## config.mk

```make
export PLATFORM = sky130hd
export DESIGN_NAME = accel_cmd_ctrl
export DESIGN_NICKNAME = d
export VERILOG_FILES = /design/src/rtl/accel_cmd_ctrl.sv
export SDC_FILE = /design/constraint.sdc
export NUM_CORES = 1
export LEC_CHECK = 0
export CORE_MARGIN = 5
export CORE_UTILIZATION = 50
export CTS_BUF_LIST = sky130_fd_sc_hd__clkbuf_4 sky130_fd_sc_hd__clkbuf_8
export CTS_CLUSTER_DIAMETER = 80
export DETAILED_ROUTE_END_ITERATION = 8
export PLACE_DENSITY_LB_ADDON = 0.12
export SLEW_MARGIN = 20
export SYNTH_ARGS = -nofsm -noshare
export SYNTH_HDL_FRONTEND = slang
export SYNTH_SLANG_ARGS = --single-unit
```

## constraint.sdc

```tcl
create_clock -name clk -period 4.1 [get_ports clk]
set_input_delay 0.82 -clock clk [delete_from_list [all_inputs] [get_ports clk]]
set_output_delay 0.82 -clock clk [all_outputs]
set_load 0.1 [all_outputs]
```

## src/rtl/accel_cmd_ctrl.sv

```systemverilog
// accel_cmd_ctrl: host command controller for the matmul array.
// Routes host accesses to scratchpad, config regs or array start.
module accel_cmd_ctrl #(
  parameter int ADDR_W = 32,
  parameter int DATA_W = 32,
  parameter int SP_AW  = 16
) (
  input  logic              clk,
  input  logic              n_rst,
  input  logic              awvalid,
  output logic              awready,
  input  logic [ADDR_W-1:0] awaddr,
  input  logic              wvalid,
  output logic              wready,
  input  logic [DATA_W-1:0] wdata,
  output logic              bvalid,
  input  logic              bready,
  output logic [1:0]        bresp,
  input  logic              arvalid,
  output logic              arready,
  input  logic [ADDR_W-1:0] araddr,
  output logic              rvalid,
  input  logic              rready,
  output logic [DATA_W-1:0] rdata,
  output logic [1:0]        rresp,
  output logic              sc_read_en,
  output logic              sc_write_en,
  output logic [SP_AW-1:0]  sc_addr,
  output logic [DATA_W-1:0] sc_wdata,
  input  logic [DATA_W-1:0] sc_rdata,
  input  logic              sc_ready,
  output logic              start_matmul,
  output logic [DATA_W-1:0] input_addr,
  output logic [DATA_W-1:0] weight_addr,
  output logic [DATA_W-1:0] output_addr,
  input  logic              matmul_finished,
  output logic              busy
);

  localparam logic [1:0] OKAY   = 2'b00;
  localparam logic [1:0] SLVERR = 2'b10;

  typedef enum logic [2:0] {
    IDLE, SP_RD, SP_WR, RD_RESP, WR_RESP
  } state_t;

  typedef enum logic [1:0] {
    RGN_SP, RGN_CFG, RGN_START, RGN_UNM
  } rgn_t;

  function automatic rgn_t decode(
    input logic [ADDR_W-1:0] a
  );
    rgn_t r;
    r = RGN_UNM;
    unique case (1'b1)
      (a[23:20] == 4'h0) && (a[19:16] != 4'hF):
        r = RGN_SP;
      (a[23:16] == 8'h0F):
        r = RGN_CFG;
      (a[23:20] == 4'h1):
        r = RGN_START;
      (a[23:20] > 4'h1):
        r = RGN_UNM;
    endcase
    return r;
  endfunction

  state_t state;
  logic   wr_turn;
  logic   done;
  logic   idle;
  logic   rd_req;
  logic   wr_req;
  logic   rd_go;
  logic   wr_go;
  rgn_t   ar_rgn;
  rgn_t   aw_rgn;
  logic [DATA_W-1:0] status;
  logic   unused_addr;

  assign idle   = (state == IDLE);
  assign rd_req = arvalid;
  assign wr_req = awvalid & wvalid;
  assign rd_go  = idle & rd_req & (~wr_req | ~wr_turn);
  assign wr_go  = idle & wr_req & (~rd_req | wr_turn);

  assign arready = rd_go;
  assign awready = wr_go;
  assign wready  = wr_go;

  assign ar_rgn = decode(araddr);
  assign aw_rgn = decode(awaddr);
  assign status = {{(DATA_W-2){1'b0}}, done, busy};
  assign unused_addr = ^{araddr, awaddr};

  // Request arbitration, access execution and response handshakes
  always_ff @(posedge clk or negedge n_rst) begin
    if (!n_rst) begin
      state        <= IDLE;
      wr_turn      <= 1'b0;
      bvalid       <= 1'b0;
      bresp        <= OKAY;
      rvalid       <= 1'b0;
      rdata        <= '0;
      rresp        <= OKAY;
      sc_read_en   <= 1'b0;
      sc_write_en  <= 1'b0;
      sc_addr      <= '0;
      sc_wdata     <= '0;
      start_matmul <= 1'b0;
      input_addr   <= '0;
      weight_addr  <= '0;
      output_addr  <= '0;
      busy         <= 1'b0;
      done         <= 1'b0;
    end else begin
      start_matmul <= 1'b0;
      unique case (state)
        IDLE: begin
          if (rd_go) begin
            if (wr_req) wr_turn <= 1'b1;
            unique case (ar_rgn)
              RGN_SP: begin
                sc_read_en <= 1'b1;
                sc_addr    <= araddr[SP_AW-1:0];
                state      <= SP_RD;
              end
              RGN_CFG: begin
                rvalid <= 1'b1;
                rresp  <= OKAY;
                state  <= RD_RESP;
                case (araddr[3:0])
                  4'h0: rdata <= input_addr;
                  4'h4: rdata <= weight_addr;
                  4'h8: rdata <= output_addr;
                  4'hC: begin
                    rdata <= status;
                    done  <= 1'b0;
                  end
                  default: begin
                    rdata <= '0;
                    rresp <= SLVERR;
                  end
                endcase
              end
              default: begin
                rvalid <= 1'b1;
                rdata  <= '0;
                rresp  <= SLVERR;
                state  <= RD_RESP;
              end
            endcase
          end else if (wr_go) begin
            if (rd_req) wr_turn <= 1'b0;
            unique case (aw_rgn)
              RGN_SP: begin
                sc_write_en <= 1'b1;
                sc_addr     <= awaddr[SP_AW-1:0];
                sc_wdata    <= wdata;
                state       <= SP_WR;
              end
              RGN_CFG: begin
                bvalid <= 1'b1;
                bresp  <= SLVERR;
                state  <= WR_RESP;
                if (!busy) begin
                  case (awaddr[3:0])
                    4'h0: begin
                      input_addr <= wdata;
                      bresp      <= OKAY;
                    end
                    4'h4: begin
                      weight_addr <= wdata;
                      bresp       <= OKAY;
                    end
                    4'h8: begin
                      output_addr <= wdata;
                      bresp       <= OKAY;
                    end
                    default: bresp <= SLVERR;
                  endcase
                end
              end
              RGN_START: begin
                bvalid <= 1'b1;
                state  <= WR_RESP;
                if (!busy) begin
                  busy         <= 1'b1;
                  done         <= 1'b0;
                  start_matmul <= 1'b1;
                  bresp        <= OKAY;
                end else begin
                  bresp <= SLVERR;
                end
              end
              default: begin
                bvalid <= 1'b1;
                bresp  <= SLVERR;
                state  <= WR_RESP;
              end
            endcase
          end
        end
        SP_RD: begin
          if (sc_ready) begin
            sc_read_en <= 1'b0;
            rdata      <= sc_rdata;
            rresp      <= OKAY;
            rvalid     <= 1'b1;
            state      <= RD_RESP;
          end
        end
        SP_WR: begin
          if (sc_ready) begin
            sc_write_en <= 1'b0;
            bresp       <= OKAY;
            bvalid      <= 1'b1;
            state       <= WR_RESP;
          end
        end
        RD_RESP: begin
          if (rready) begin
            rvalid <= 1'b0;
            state  <= IDLE;
          end
        end
        WR_RESP: begin
          if (bready) begin
            bvalid <= 1'b0;
            state  <= IDLE;
          end
        end
        default: state <= IDLE;
      endcase
      if (busy && matmul_finished) begin
        busy <= 1'b0;
        done <= 1'b1;
      end
    end
  end

endmodule

```

# After elaboration in Yosys (flattened, before gate mapping)
# Index checks and enable logic that the tools add are counted.
[totals]
out_inout_bits = 189
inputBits = 137
ff_bits = 191
wordCells = 178
[op_classes]
n_mux = 72
order_cmp = 2
eq_ne = 36
n_reduce_logical = 39
bitwise = 12
[ops]
columns = ["operator", "n"]
rows = [
  ["$pmux W32 S2", 2],
  ["$pmux W32 S4", 1],
  ["$mux W16", 4],
  ["$mux W32", 2],
  ["$mux W1", 36],
  ["$reduce_and A6 Y1", 5],
  ["$reduce_and A4 Y1", 6],
  ["$mux W3", 7],
  ["$reduce_and A5 Y1", 4],
  ["$mux W2", 9],
  ["$ne A2 B2 Y1 const B", 9],
  ["$eq A8 B4 Y1 const B", 2],
  ["$logic_not A4 Y1", 4],
  ["$pmux W2 S4", 2],
  ["$reduce_bool A2 Y1", 8],
  ["$pmux W3 S5", 1],
  ["$eq A4 B4 Y1 const B", 3],
  ["$pmux W2 S2", 3],
  ["$reduce_bool A3 Y1", 4],
  ["$ne A2 B1 Y1 const B", 5],
  ["$eq A4 B1 Y1 const B", 2],
  ["$eq A4 B3 Y1 const B", 2],
  ["$gt A4 B1 Y1 const B", 2],
  ["$ne A4 B4 Y1 const B", 2],
  ["other kinds (19)", 36],
]

# Depth between registers and ports, before layout
# Gate-level depths: netlist (run 1).
[logic_depth]
word_depth = 9
ltp_mapped = 9

# Worst setup path before layout (run 1)
# No wires, ideal clock.
[synth_path]
path_kind = "input -> output"
startpoint = "input arvalid"
endpoint = "output wready"
arrival_time_ns = 3.000
path_buffers = 2
cell_stages = 5
slack_ns = 0.280
required_ns = 3.280
cell_sequence = "clkbuf_1 > nand2b_1 > nand2_1 > nor2_1 > buf_4"
[synth_via]
elab_chain_cells = 3
[synth_rtl]
columns = ["element", "line", "text"]
rows = [
  ["start, declared", "19", "input logic arvalid,"],
  ["$not A1 Y1", "86", "assign wr_go = idle & wr_req & (~rd_req | wr_turn);"],
  ["$or A1 B1 Y1", "86", ""],
  ["$and A1 B1 Y1", "86", ""],
  ["end, declared", "14", "output logic wready,"],
]
# Every way passes these cells.

# Worst setup path in the final report (run 1)
[layout_path]
startpoint = "input arvalid"
endpoint = "output arready"
[layout_via]
elab_chain_cells = 2
[layout_rtl]
columns = ["element", "line", "text"]
rows = [
  ["$and A1 B1 Y1 (2 in a row)", "85", "assign rd_go = idle & rd_req & (~wr_req | ~wr_turn);"],
  ["end, declared", "20", "output logic arready,"],
]
# Every way passes these cells.

==> results.md, run 1 <==
- Multiplexer fraction of the synthesized cell area: 0.290
- Clock tree from TritonCTS: built
- Wire length of the first global-routing pass: 40800 um
- Clock sink total: 189
- Buffer levels on the longest clock path: 2
- RSZ-0062 raised after global routing: false
- Share of synthesized area occupied by flip-flops and latches: 0.540
- Top Ports: 326
- Data arrival time of the worst path: 2.44 ns
- XOR/XNOR Fraction of Synth Area: 0.00100
- Worst Path Max Fanout: 14
- Final weighted congestion in routability-driven placement: 0.851
- Run status: finished, final reports clean
- Number of max-slew violations in the final report: 0
- DPL Wire Length: 18500 um
- WHS: 0.331 ns
- Layout Area Growth over Synthesis: 42.3%
- Die area: 0.0203 mm^2
- Avg Cell Area, Syn: 14.1 um^2
- Async S/R FF share, synth: 1.00
- Number of max-capacitance violations reported: 0
- Cell area after technology mapping: 0.00876 mm^2
- Resized Gates After CTS: 0
- Total met2 wirelength after detailed routing: 13300 um
- CTS H-tree lvls: 4
- DR WL met3: 2120 um
- Number of buffer cells added on primary ports: 307
- 1st-pass router iterations: 4
- Later-pin clock latency in the skew report: 0.46 ns
- Post-place instance area: 0.0120 mm^2
- Largest family of logic cells by synthesized area: multiplexers
- Cell with the most instances after synthesis: dfrtp_1
- Final Skew: 0.0142 ns
- Core Area: 0.0172 mm^2
- Count of flip-flops with a built-in enable after synthesis: 0
- Least-Margin Pin Slew: 1.08 ns
- Vias per Instance: 5.65
- Number of antenna repair diodes: 0
- Biggest area contributors in the synthesized netlist: dfrtp_1 54%, mux2_2 23%, mux2i_1 3.7%
- Number of buffers inserted to repair setup after CTS: 0
- Most instantiated cells after synthesis: 189 x dfrtp_1, 177 x mux2_2, 34 x a22o_1
- CP Buf/Inv Count: 4
- Maximum achievable frequency: 306 MHz
- Met1 Routed Length: 9970 um
- Relative max-transition margin: 0.279
- Leakage component of the power: 5.62 nW
- Final instance area: 0.0125 mm^2
- Cts bufs inserted: 17
- Number of vias after detailed routing: 6540
- Final setup vio count: 0
- Hold WC Path Type: in -> async
- Post-Route WL: 26000 um
- Slowest cell on crit path: clkdlybuf4s50_1
- Cell taking the most area after synthesis: dfrtp_1
- Final sum of negative setup slack: 0 ns
- Residual antenna-violating net count after detailed routing: 0
- Post-layout util: 0.723
- Largest net degree at the start of global routing: 82
- Fraction of post-synthesis cell area in the top cell type by area: 0.540
- Element type at the critical path start: primary input
- Synth Instances: 619
- Setup WS pre-CTS: 0.571 ns
- Fraction of the mapped netlist area in simple logic gates: 0.0471
- Final Critical Period: 3.26 ns
- Final cell count without fillers: 1157
- Die span in x: 142 um
- Vertical die dimension: 142 um
- WS Path Type: in -> out
- Fraction of final layout cells with drive strength greater than 1: 0.267
- Ordered list of cells on the worst path: clkdlybuf4s50_1 -> nand3_1 -> inv_2 -> buf_4 -> buf_4
- Worst IR drop on VDD: 428 uV
- Vias in the first global route: 7142
- Number of DRC violations after detailed-routing iteration 0: 243
- Clock slew at reported path FFs: 0.09 ns
- Post-route worst setup slack: 0.836 ns
- Site Rows: 48
- Category of cells accounting for the largest share of critical-path delay: buffers and inverters
- Number of nets in the final layout: 1060
- Crit-path max cell delay: 0.65 ns
- FF+latch count, synth: 189
- Area used by sequential logic in the layout: 0.00473 mm^2
- GR Util All Layers: 0.261
- Post-synthesis compound-gate area fraction: 0.0829
- Total of warnings raised by yosys: 0
- Initial antenna violation count: 0
- Number of cells in the design after placement: 1125
- Pwr dens: 551 mW/mm^2
- Tcrit/Tclk final: 0.796
- Worst reg2reg setup slack: 1.35 ns
- Final routed wire length divided by cell count: 22.5 um
- Fill cell instance count of the final layout: 1208
- Global-route congestion overflow total: 0
- Most used cell, CP: buf_4
- CP required: 3.28 ns
- Pwr Total: 6.87 mW
- Initial core utilization: 0.508
- Area of the multi-input gates: 0.00376 mm^2
- Adder and majority gate portion of the synthesized area: 0.00571
- Clock root buffer: clkbuf_8
- Highest routed metal layer: met4
- Hold-fix buffers, CTS: 0
- Final Hold Fails: 0
- Main synth FF type: dfrtp_1
- DRC errors left: 0
- Post-synth cell types: 51
- Nature of the critical path endpoint: output port
layer usage:
metal | vias up | track usage
met3 | 39 | 0.0820
li1 | 2912 | -
met4 | 0 | 0.0920
met5 | - | 0
met1 | 3344 | 0.312
met2 | 245 | 0.446
placed cells by master (no fill, tap or decap), drive strengths merged, types with 2 or more instances in the layout:
cell type	instances
clkdlybuf4s50	301
mux2	193
dfrtp	189
a22o	34
mux2i	32
o2bb2ai	31
buf	22
clkbuf	18
inv	10
nand2	9
o21ai	8
clkinv	8
nor2	7
nand3	6
nor4	6
nand4	5
a21oi	5
nor3b	5
and2	4
ha	4
bufinv	4
nand2b	3
a31oi	3
nor3	3
mux4	2
conb	2
nor2b	2
nor4b	2
final timing paths:
kind,startpoint,cells past startpoint,end
max,arvalid,5,arready
min,n_rst,1,rdata[29]$_DFFE_PN0P_
max reg2reg,state[1]$_DFFE_PN0P_,6,rdata[7]$_DFFE_PN0P_
min reg2reg,rdata[16]$_DFFE_PN0P_,1,rdata[16]$_DFFE_PN0P_
max in group asynchronous,n_rst,2,rdata[7]$_DFFE_PN0P_
min in group clk,rdata[16]$_DFFE_PN0P_,1,rdata[16]$_DFFE_PN0P_
flip-flops by register name, indices dropped and copies added (netlist names), 3 cells and up:
name / flops
sc_wdata: 32
input_addr: 32
weight_addr: 32
state: 3
sc_addr: 16
rdata: 32
output_addr: 32
cells by family (layout without fill, tap and decap cells):
kind of cell / after synthesis / in the layout
AOI/OAI and AO/OA: 89 / 89
xor gates and xnor gates: 1 / 1
adders and majority gates: 4 / 4
buffers and inverters: 51 / 363
DFF: 189 / 189
muxes: 227 / 227
other: 1 / 2
and+or+nand+nor: 57 / 57
power breakdown:
part           internal (mW)  switching (mW)
combinational          0.890            2.32
sequential              2.11           0.204
clock                  0.675           0.665
cell type report:
type,count,share of cell area
Clock inverter,14,0.0155
Sequential cell,189,0.379
Clock buffer,18,0.0194
Multi-Input combinational cell,380,0.302
Tap cell,225,0.0226
Inverter,8,0.00241
Timing Repair Buffer,323,0.259
Power figures use the tool's default switching activity.
==> inputs of run 2 (changes only) <==
Settings changed: CORE_UTILIZATION 50 to 42.
Clock period 4.1 ns to 2.91 ns, I/O delays scaled along.
==> results.md, run 2 (synthesized netlist as in run 1, its figures left out) <==
- Core Area: 0.0204 mm^2 (was 0.0172 mm^2)
- Beginning of the worst register-to-register path: state[1]$_DFFE_PN0P_ (unchanged)
- Worst Setup EP: arready (unchanged)
- Vias in the first global route: 7004 (was 7142)
- Vias per Instance: 5.40 (was 5.65)
- Nature of the critical path endpoint: output port (unchanged)
- Sequential share of power: 0.340 (was 0.337)
- Final Skew: 0.0170 ns (was 0.0142 ns)
- Global-route congestion overflow total: 0 (unchanged)
- Leakage component of the power: 6.05 nW (was 5.62 nW)
- Setup WS pre-CTS: -0.422 ns (was 0.571 ns)
- Pwr dens: 785 mW/mm^2 (was 551 mW/mm^2)
- Vertical die dimension: 154 um (was 142 um)
- RSZ-0062 raised after global routing: false (unchanged)
- Number of max-slew violations in the final report: 0 (unchanged)
- Buffer levels on the longest clock path: 2 (unchanged)
- Layout Area Growth over Synthesis: 40.0% (was 42.3%)
- Die span in x: 154 um (was 142 um)
- Worst IR drop on VDD: 363 uV (was 428 uV)
- Run status: finished, final reports clean (unchanged)
- Post-layout util: 0.602 (was 0.723)
- Number of max-capacitance violations reported: 0 (unchanged)
- P_int: 5.05 mW (was 3.68 mW)
- Hold WC Path Type: in -> async (unchanged)
- Final setup vio count: 0 (unchanged)
- Final Hold Fails: 0 (unchanged)
- Final Critical Period: 2.79 ns
- Residual antenna-violating net count after detailed routing: 0 (unchanged)
- Most frequent cells in the layout: 199 x buf_4, 189 x dfrtp_1, 177 x mux2_2 (was 301 x clkdlybuf4s50_1, 189 x dfrtp_1, 177 x mux2_2)
- Clock slew at reported path FFs: 0.11 ns (was 0.09 ns)
- Number of buffer cells added on primary ports: 307 (unchanged)
- Number of nets in the final layout: 1070 (was 1060)
- Number of vias after detailed routing: 6544 (was 6540)
- Final instance area: 0.0123 mm^2 (was 0.0125 mm^2)
- Post-route worst setup slack: 0.117 ns (was 0.836 ns)
- Final weighted congestion in routability-driven placement: 0.802 (was 0.851)
- Leading cell type in the layout, fill and taps excluded: buf_4 (was clkdlybuf4s50_1)
- Sw Ratio: 0.476 (was 0.465)
- Post-place instance area: 0.0118 mm^2 (was 0.0120 mm^2)
- CTS H-tree lvls: 4 (unchanged)
- Area of the multi-input gates: 0.00377 mm^2 (was 0.00376 mm^2)
- GR Util All Layers: 0.223 (was 0.261)
- Clock root buffer: clkbuf_8 (unchanged)
- Number of antenna repair diodes: 0 (unchanged)
- Clock tree from TritonCTS: built (unchanged)
- Wire length of the first global-routing pass: 41600 um (was 40800 um)
- Site Rows: 52 (was 48)
- DPL Wire Length: 19500 um (was 18500 um)
- Top Ports: 326 (unchanged)
- Fraction of final layout cells with drive strength greater than 1: 0.472 (was 0.267)
- Least-Margin Pin Slew: 0.688 ns (was 1.08 ns)
- Cts bufs inserted: 17 (unchanged)
- Reg2reg end: weight_addr[8]$_DFFE_PN0P_ (was rdata[7]$_DFFE_PN0P_)
- Later-pin clock latency in the skew report: 0.47 ns (was 0.46 ns)
- Data arrival time of the worst path: 2.21 ns (was 2.44 ns)
- Worst reg2reg setup slack: 0.57 ns (was 1.35 ns)
- Psw: 4.58 mW (was 3.19 mW)
- Tcrit/Tclk final: 0.960
- Post-Route WL: 26600 um (was 26000 um)
- Worst Setup SP: state[1]$_DFFE_PN0P_ (was arvalid)
- Initial core utilization: 0.430 (was 0.508)
- Final routed wire length divided by cell count: 22.0 um (was 22.5 um)
- Maximum achievable frequency: 358 MHz
- DRC errors left: 0 (unchanged)
- CP required: 2.33 ns (was 3.28 ns)
- Area used by sequential logic in the layout: 0.00473 mm^2 (unchanged)
- Worst Path Max Fanout: 18 (was 14)
- Combinational fraction of design power: 0.464 (was 0.468)
- Fraction of power consumed by the clock network: 0.196 (was 0.195)
- Die area: 0.0238 mm^2 (was 0.0203 mm^2)
- Relative max-transition margin: 0.541 (was 0.279)
- Fill cell instance count of the final layout: 1645 (was 1208)
- Initial antenna violation count: 0 (unchanged)
- Path depth of the worst reg2reg path: 5 (was 6)
- Clock sink total: 189 (unchanged)
- Number of DRC violations after detailed-routing iteration 0: 244 (was 243)
- 1st-pass router iterations: 4 (unchanged)
- WS Path Type: reg -> out (was in -> out)
- Largest net degree at the start of global routing: 77 (was 82)
- Element type at the critical path start: register (was primary input)
## run 2: worst max-delay path, stage by stage (launching register included)
cell	delay (ns)
dfrtp_1	0.64
nor3_2	0.35
nand3_1	0.18
inv_2	0.11
buf_4	0.23
buf_12	0.20
## run 2: power groups by stage
stage | Clock, mW | Sequential (mW) | Combinational [mW]
floorplan | 0 | 5.57 | 1.04
detailed placement | 0 | 3.32 | 4.50
CTS | 1.94 | 3.26 | 4.50
global route | 2.06 | 3.32 | 4.62
finish | 1.89 | 3.27 | 4.47
global placement | 0 | 3.30 | 4.45
## run 2: metal layers
metal,global-route usage,vias up,routed length [um]
li1,-,2920,-
met1,0.274,3359,10700
met2,0.374,228,13200
met3,0.0696,37,2100
met4,0.0732,0,624
met5,0,-,0
## run 2: cell type report
class,count,share of cell area
timing repair buffer,333,0.242
inverter,8,0.00245
clock inverter,14,0.0147
sequential,189,0.386
tap,270,0.0275
clock buffer,18,0.0202
multi-input combinational,380,0.308
## run 2: how the worst min path moves through the flow
stage                                startpoint                         end  cells past startpoint
after detailed placement     bvalid$_DFFE_PN0P_          bvalid$_DFFE_PN0P_                      1
final                                     n_rst   input_addr[3]$_DFFE_PN0P_                      1
after global placement    rdata[17]$_DFFE_PN0P_       rdata[17]$_DFFE_PN0P_                      1
after floorplan                           n_rst        bresp[1]$_DFFE_PN0P_                      0
after global routing                      n_rst       rdata[27]$_DFFE_PN0P_                      1
after CTS                                 n_rst  output_addr[2]$_DFFE_PN0P_                      1
## run 2: what timing repair did
action / CTS / global route
hold buffers: 0 / 0
hold endpoints to repair: 0 / 0
endpoints found under the setup margin: 0 / 9
buffers inserted: 0 / 0
gates resized for setup: 0 / 1
## run 2: per-stage QoR
| stage | hold WS (ns) | total power [mW] | cells | TNS (ns) |
|---|---|---|---|---|
| after floorplan | 0.286 | 6.62 | 620 | 0 |
| after global placement | 0.472 | 7.75 | 1180 | -34.00 |
| after detailed placement | 0.477 | 7.81 | 1180 | -36.29 |
| after CTS | 0.0844 | 9.70 | 1212 | 0 |
| after global routing | 0.0876 | 9.99 | 1212 | 0 |
| final | 0.0809 | 9.62 | 1212 | 0 |
==> inputs of run 3 (changes only) <==
Settings changed: CORE_UTILIZATION 42 to 46.
Clock period 2.91 ns to 2.6 ns, I/O delays scaled along.
==> results.md, run 3 (synthesized netlist as in run 1, its figures left out) <==
- Clock tree from TritonCTS: built (unchanged)
- Category of cells accounting for the largest share of critical-path delay: simple AND/OR/NAND/NOR gates (was flip-flops)
- Number of antenna repair diodes: 0 (unchanged)
- Vertical die dimension: 148 um (was 154 um)
- Number of DRC violations after detailed-routing iteration 0: 255 (was 244)
- Top Ports: 326 (unchanged)
- Final weighted congestion in routability-driven placement: 0.845 (was 0.802)
- Met1 Routed Length: 10800 um (was 10700 um)
- Final Critical Period: 2.59 ns
- Number of cells on the critical path: 9 (was 5)
- Later-pin clock latency in the skew report: 0.45 ns (was 0.47 ns)
- RSZ-0062 raised after global routing: true (was false)
- GR Util All Layers: 0.241 (was 0.223)
- Buffer levels on the longest clock path: 2 (unchanged)
- Total met2 wirelength after detailed routing: 13400 um (was 13200 um)
- DRC errors left: 0 (unchanged)
- WHS: 0.497 ns (was 0.0809 ns)
- Nature of the critical path endpoint: register (was output port)
- Final Skew: 0.0135 ns (was 0.0170 ns)
- Largest net degree at the start of global routing: 67 (was 77)
- Die area: 0.0219 mm^2 (was 0.0238 mm^2)
- Number of max-capacitance violations reported: 0 (unchanged)
- Layout Area Growth over Synthesis: 41.8% (was 40.0%)
- Initial antenna violation count: 0 (unchanged)
- Maximum achievable frequency: 386 MHz
- Highest routed metal layer: met4 (unchanged)
- Number of instances on the worst hold path: 1
- Element type at the critical path start: primary input (was register)
- Leakage component of the power: 6.14 nW (was 6.05 nW)
- Clock root buffer: clkbuf_8 (unchanged)
- Ordered list of cells on the worst path: clkdlybuf4s50_1 -> nor4_4 -> ha_2 -> nor3b_4 -> nand4_4 -> nor3b_4 -> buf_12 -> buf_12 -> mux2_2 (was nor3_2 -> nand3_1 -> inv_2 -> buf_4 -> buf_12)
- Global-route congestion overflow total: 0 (unchanged)
- DR WL met3: 1760 um (was 2100 um)
- Number of cells in the design after placement: 1152 (was 1180)
- Clock slew at reported path FFs: 0.10 ns (was 0.11 ns)
- Vias in the first global route: 7124 (was 7004)
- Data arrival time of the worst path: 2.93 ns (was 2.21 ns)
- CTS H-tree lvls: 4 (unchanged)
- DPL Wire Length: 19400 um (was 19500 um)
- Post-Route WL: 26600 um (about the same)
- Path depth of the worst reg2reg path: 6 (was 5)
- Crit-path max cell delay: 0.46 ns (was 0.64 ns)
- Relative max-transition margin: 0.664 (was 0.541)
- Pwr dens: 870 mW/mm^2 (was 785 mW/mm^2)
- Fraction of final layout cells with drive strength greater than 1: 0.481 (was 0.472)
- Tcrit/Tclk final: 0.996
- Initial core utilization: 0.468 (was 0.430)
- Number of nets in the final layout: 1082 (was 1070)
- Slowest cell on crit path: clkdlybuf4s50_1 (was dfrtp_1)
- Cts bufs inserted: 17 (unchanged)
- Fill cell instance count of the final layout: 1418 (was 1645)
- Core Area: 0.0187 mm^2 (was 0.0204 mm^2)
- Most frequent cells in the layout: 203 x buf_4, 188 x dfrtp_1, 177 x mux2_2 (was 199 x buf_4, 189 x dfrtp_1, 177 x mux2_2)
- Wire length of the first global-routing pass: 41100 um (was 41600 um)
- Final cell count without fillers: 1188 (was 1212)
- CP Buf/Inv Count: 3 (unchanged)
- Final Hold Fails: 0 (unchanged)
- Number of max-slew violations in the final report: 0 (unchanged)
- Number of vias after detailed routing: 6579 (was 6544)
- Leading cell type in the layout, fill and taps excluded: buf_4 (unchanged)
- Worst Path Max Fanout: 14 (was 18)
- Residual antenna-violating net count after detailed routing: 0 (unchanged)
- Least-Margin Pin Slew: 0.504 ns (was 0.688 ns)
- Site Rows: 50 (was 52)
- Number of buffer cells added on primary ports: 307 (unchanged)
- Die span in x: 148 um (was 154 um)
- Hold WC Path Type: reg -> reg (was in -> async)
- 1st-pass router iterations: 4 (unchanged)
- Final routed wire length divided by cell count: 22.4 um (was 22.0 um)
- WS Path Type: in -> reg (was reg -> out)
- Vias per Instance: 5.54 (was 5.40)
- Worst IR drop on VDD: 774 uV (was 363 uV)
- Clock sink total: 189 (unchanged)
- Run status: finished, final reports clean (unchanged)
- Final setup vio count: 0 (unchanged)
- CP required: 2.94 ns (was 2.33 ns)
## run 3: report_power, final
part	leakage, nW	internal (mW)	switching (mW)
Clock	0.212	0.934	1.08
Combinational	3.34	1.41	3.77
Sequential	2.59	3.33	0.278
Total	6.14	5.68	5.13
## run 3: path summary, 6_finish.rpt
kind / from / end / slack (ns)
min: rdata[20]$_DFFE_PN0P_ / rdata[20]$_DFFE_PN0P_ / 0.50
max in group asynchronous: n_rst / output_addr[9]$_DFFE_PN0P_ / 1.28
max reg2reg: state[1]$_DFFE_PN0P_ / weight_addr[17]$_DFFE_PN0P_ / 0.45
min in group asynchronous: n_rst / sc_wdata[2]$_DFFE_PN0P_ / 0.54
min reg2reg: rdata[20]$_DFFE_PN0P_ / rdata[20]$_DFFE_PN0P_ / 0.50
max: awaddr[21] / weight_addr[17]$_DFFE_PN0P_ / 0.009
## run 3: through the flow
step | power [mW] | setup TNS, ns | utilization | setup slack, ns | cell area (um^2)
after floorplan | 7.41 | 0 | - | 0.0928 | 8780
after global placement | 8.78 | -37.80 | 0.637 | -0.439 | 11900
after detailed placement | 8.85 | -46.44 | 0.637 | -0.519 | 11900
after CTS | 10.9 | 0 | 0.660 | 0.00126 | 12300
after global routing | 11.2 | -0.710 | 0.664 | -0.0486 | 12400
final | 10.8 | 0 | 0.664 | 0.00929 | 12400
## run 3: cell type report
type	instances	area [um^2]	share of cell area
Sequential cell	189	4730	0.381
Multi-Input combinational cell	380	3810	0.307
Timing Repair Buffer	345	3140	0.253
Tap cell	234	293	0.0236
Clock buffer	19	262	0.0211
Clock inverter	13	153	0.0123
Inverter	8	30.0	0.00242
## run 3: timing repair
item,in CTS,in global routing
gates cloned,0,1
gates resized for setup,1,5
endpoints found under the hold margin,34,0
hold buffers,1,0
setup endpoints to repair,28,67
pin swaps,1,3
setup buffers,0,2
## run 3: metal layers
metal	up-vias	GRT usage
met4	0	0.0804
met5	-	0
met3	45	0.0662
met1	3349	0.297
li1	2966	-
met2	219	0.411
==> RTL change, RTL diff (flow settings as in run 3) <==
Encoding of `state_t`: now Gray code (3 bits for 5 states).
--- a/src/rtl/accel_cmd_ctrl.sv
+++ b/src/rtl/accel_cmd_ctrl.sv
@@ -41,7 +41,7 @@
   localparam logic [1:0] SLVERR = 2'b10;
 
   typedef enum logic [2:0] {
-    IDLE, SP_RD, SP_WR, RD_RESP, WR_RESP
+    IDLE = 3'b000, SP_RD = 3'b001, SP_WR = 3'b011, RD_RESP = 3'b010, WR_RESP = 3'b110
   } state_t;
 
   typedef enum logic [1:0] {
Formal check against the unedited RTL: same outputs for any inputs over 4 cycles, from zero or initial values and one cycle with n_rst low; so few cycles prove little.
==> RTL change against run 3 <==
- the flow now finishes with violations (setup timing)
- critical path depth increased by 3
- synthesized area about the same
- via count increased by 9.7%
- final area increased by 2.4%
- total power decreased by 24%
- synthesized cell count increased by 7.6%
- highest routed layer unchanged
- routed wire length increased by 9.8%
- core utilization increased by 1.6 points
- setup slack got worse by 0.024 ns
- sequential share of layout area decreased by 0.90 points
- register-to-register slack got worse by 0.12 ns
- non-clock buffer count increased by 22
- critical path type unchanged
- sequential cell count unchanged
==> RTL change: results (changes against run 3) <==
Part of the power in combinational logic: 0.359 (-0.120)
Sequential fraction of the synthesis area: 0.540 (about the same)
Worst slack, placed: -0.547 ns (-0.0278 ns)
Post-DP HPWL: 20600 um (+6.2%)
Clock Power Share: 0.241 (+0.054)
Worst setup margin: -0.0148 ns (-0.0241 ns)
Net Switching: 3430 uW (-33%)
Post-cts sizing count: 4 (+3)
Total track usage: 0.256 (+0.0152)
Hold_ws: 0.0383 ns (-0.458 ns)
Slew Viols, Final: 0 (unchanged)
# setup viols final: 2 (+2)
Vias in the first global route: 7734 (+8.6%)
Reg-to-Reg Start: state[1]
Status: complete, but fails checks
Overall Power: 8240 uW (-24%)
Synth area leaders: dfrtp_1 54%, mux2_2 21%, mux2i_1 3.4%
Top Usage Layer GRT: met2
DRT Wirelength: 29200 um (+9.8%)
CTS Buffer Depth: 2 (unchanged)
Nets: 1137 (+5.1%)
Reg2Reg Depth: 7 (+1)
DR pass1 iterations: 5 (+1)
Worst EP arrival: 2.97 ns (+0.04 ns)
Commonest cells post-synth: 189 x dfrtp_1, 162 x mux2_2, 39 x clkbuf_1, 33 x a22oi_1, 33 x o31ai_1
Mean Syn Cell Area: 13.1 um^2 (-7.1%)
Relative slew margins: 0.396 (-0.268)
Root buffer cell: clkbuf_8
Final Wtd Congestion: 0.908 (+7.4%)
Failing checks: setup timing
Post-place instance area: 12000 um^2 (+1.1%)
Initial antenna violation count: 0 (unchanged)
Met3 WL: 2300 um (+31%)
# diodes: 0 (unchanged)
Setup TNS: -0.0173 ns (-0.0173 ns)
Delay-heaviest family, CP: buffers and inverters
Dpl cells: 1201 (+4.3%)
M3 GR Usage: 0.0723 (+0.00613)
First-pass GRT wire length: 44000 um (+7.3%)
Layout cell share with drive strength beyond 1: 0.460 (-0.0213)
Clk_lat worst skew: 0.47 ns (+0.02 ns)
Hold crit path type: primary input to async pin
Post-synth cell types: 49 (-3.9%)
Met2 Routed Length: 14500 um (+8.5%)
Critical path peak fanout: 8 (-6)
Top routing layer used: met4
I/O Buffers: 307 (unchanged)
Vias per inst: 5.81 (+4.8%)
R2r setup slk: 0.33 ns (-0.12 ns)
Clk slew on worst S/H paths: 0.11 ns
VDD IR max: 406 uV (-48%)
Reg-to-Reg End: output_addr[20]
Via count: 7216 (+9.7%)
Met1 usage: 0.325 (+0.0280)
DRT iter0 DRCs: 416 (+63%)
Met2 usage in global routing: 0.432 (+0.0209)
Post-Route M1 WL: 11800 um (+9.5%)
Static leakage: 0.00614 uW (about the same)
Clk_skew: 0.0224 ns (+0.00894 ns)
Largest net degree at the start of global routing: 65 (-3.0%)
-- RTL change: worst max-delay path by stage --
stage	startpoint	end	slack, ns	depth (start not counted)
finish	awaddr[18]	output_addr[20]	-0.01	12
floorplan	state[1]	wready	-0.12	4
global placement	awaddr[23]	weight_addr[18]	-0.54	9
detailed placement	awaddr[23]	weight_addr[12]	-0.55	9
global route	awaddr[18]	output_addr[20]	-0.08	12
CTS	state[1]	awready	0.005	4
-- RTL change: cell type report --
cell class	instances	area, um^2
multi-input cells	412	3890
clock buffers	17	234
flip-flops and latches	189	4730
well taps	234	293
clock inverters	15	165
inverters	9	33.8
repair buffers	367	3370
fillers	1418	5990
-- RTL change: cell families after synthesis --
kind of cell	count (synthesis)	share of synthesized area
flip-flops	189	0.540
buffers and inverters	66	0.0317
AO/OA/AOI/OAI	156	0.137
adder cells (fa/ha/maj)	4	0.00572
AND/OR/NAND/NOR	55	0.0360
multiplexers	194	0.248
XOR/XNOR	1	0.00100
other	1	0.000428
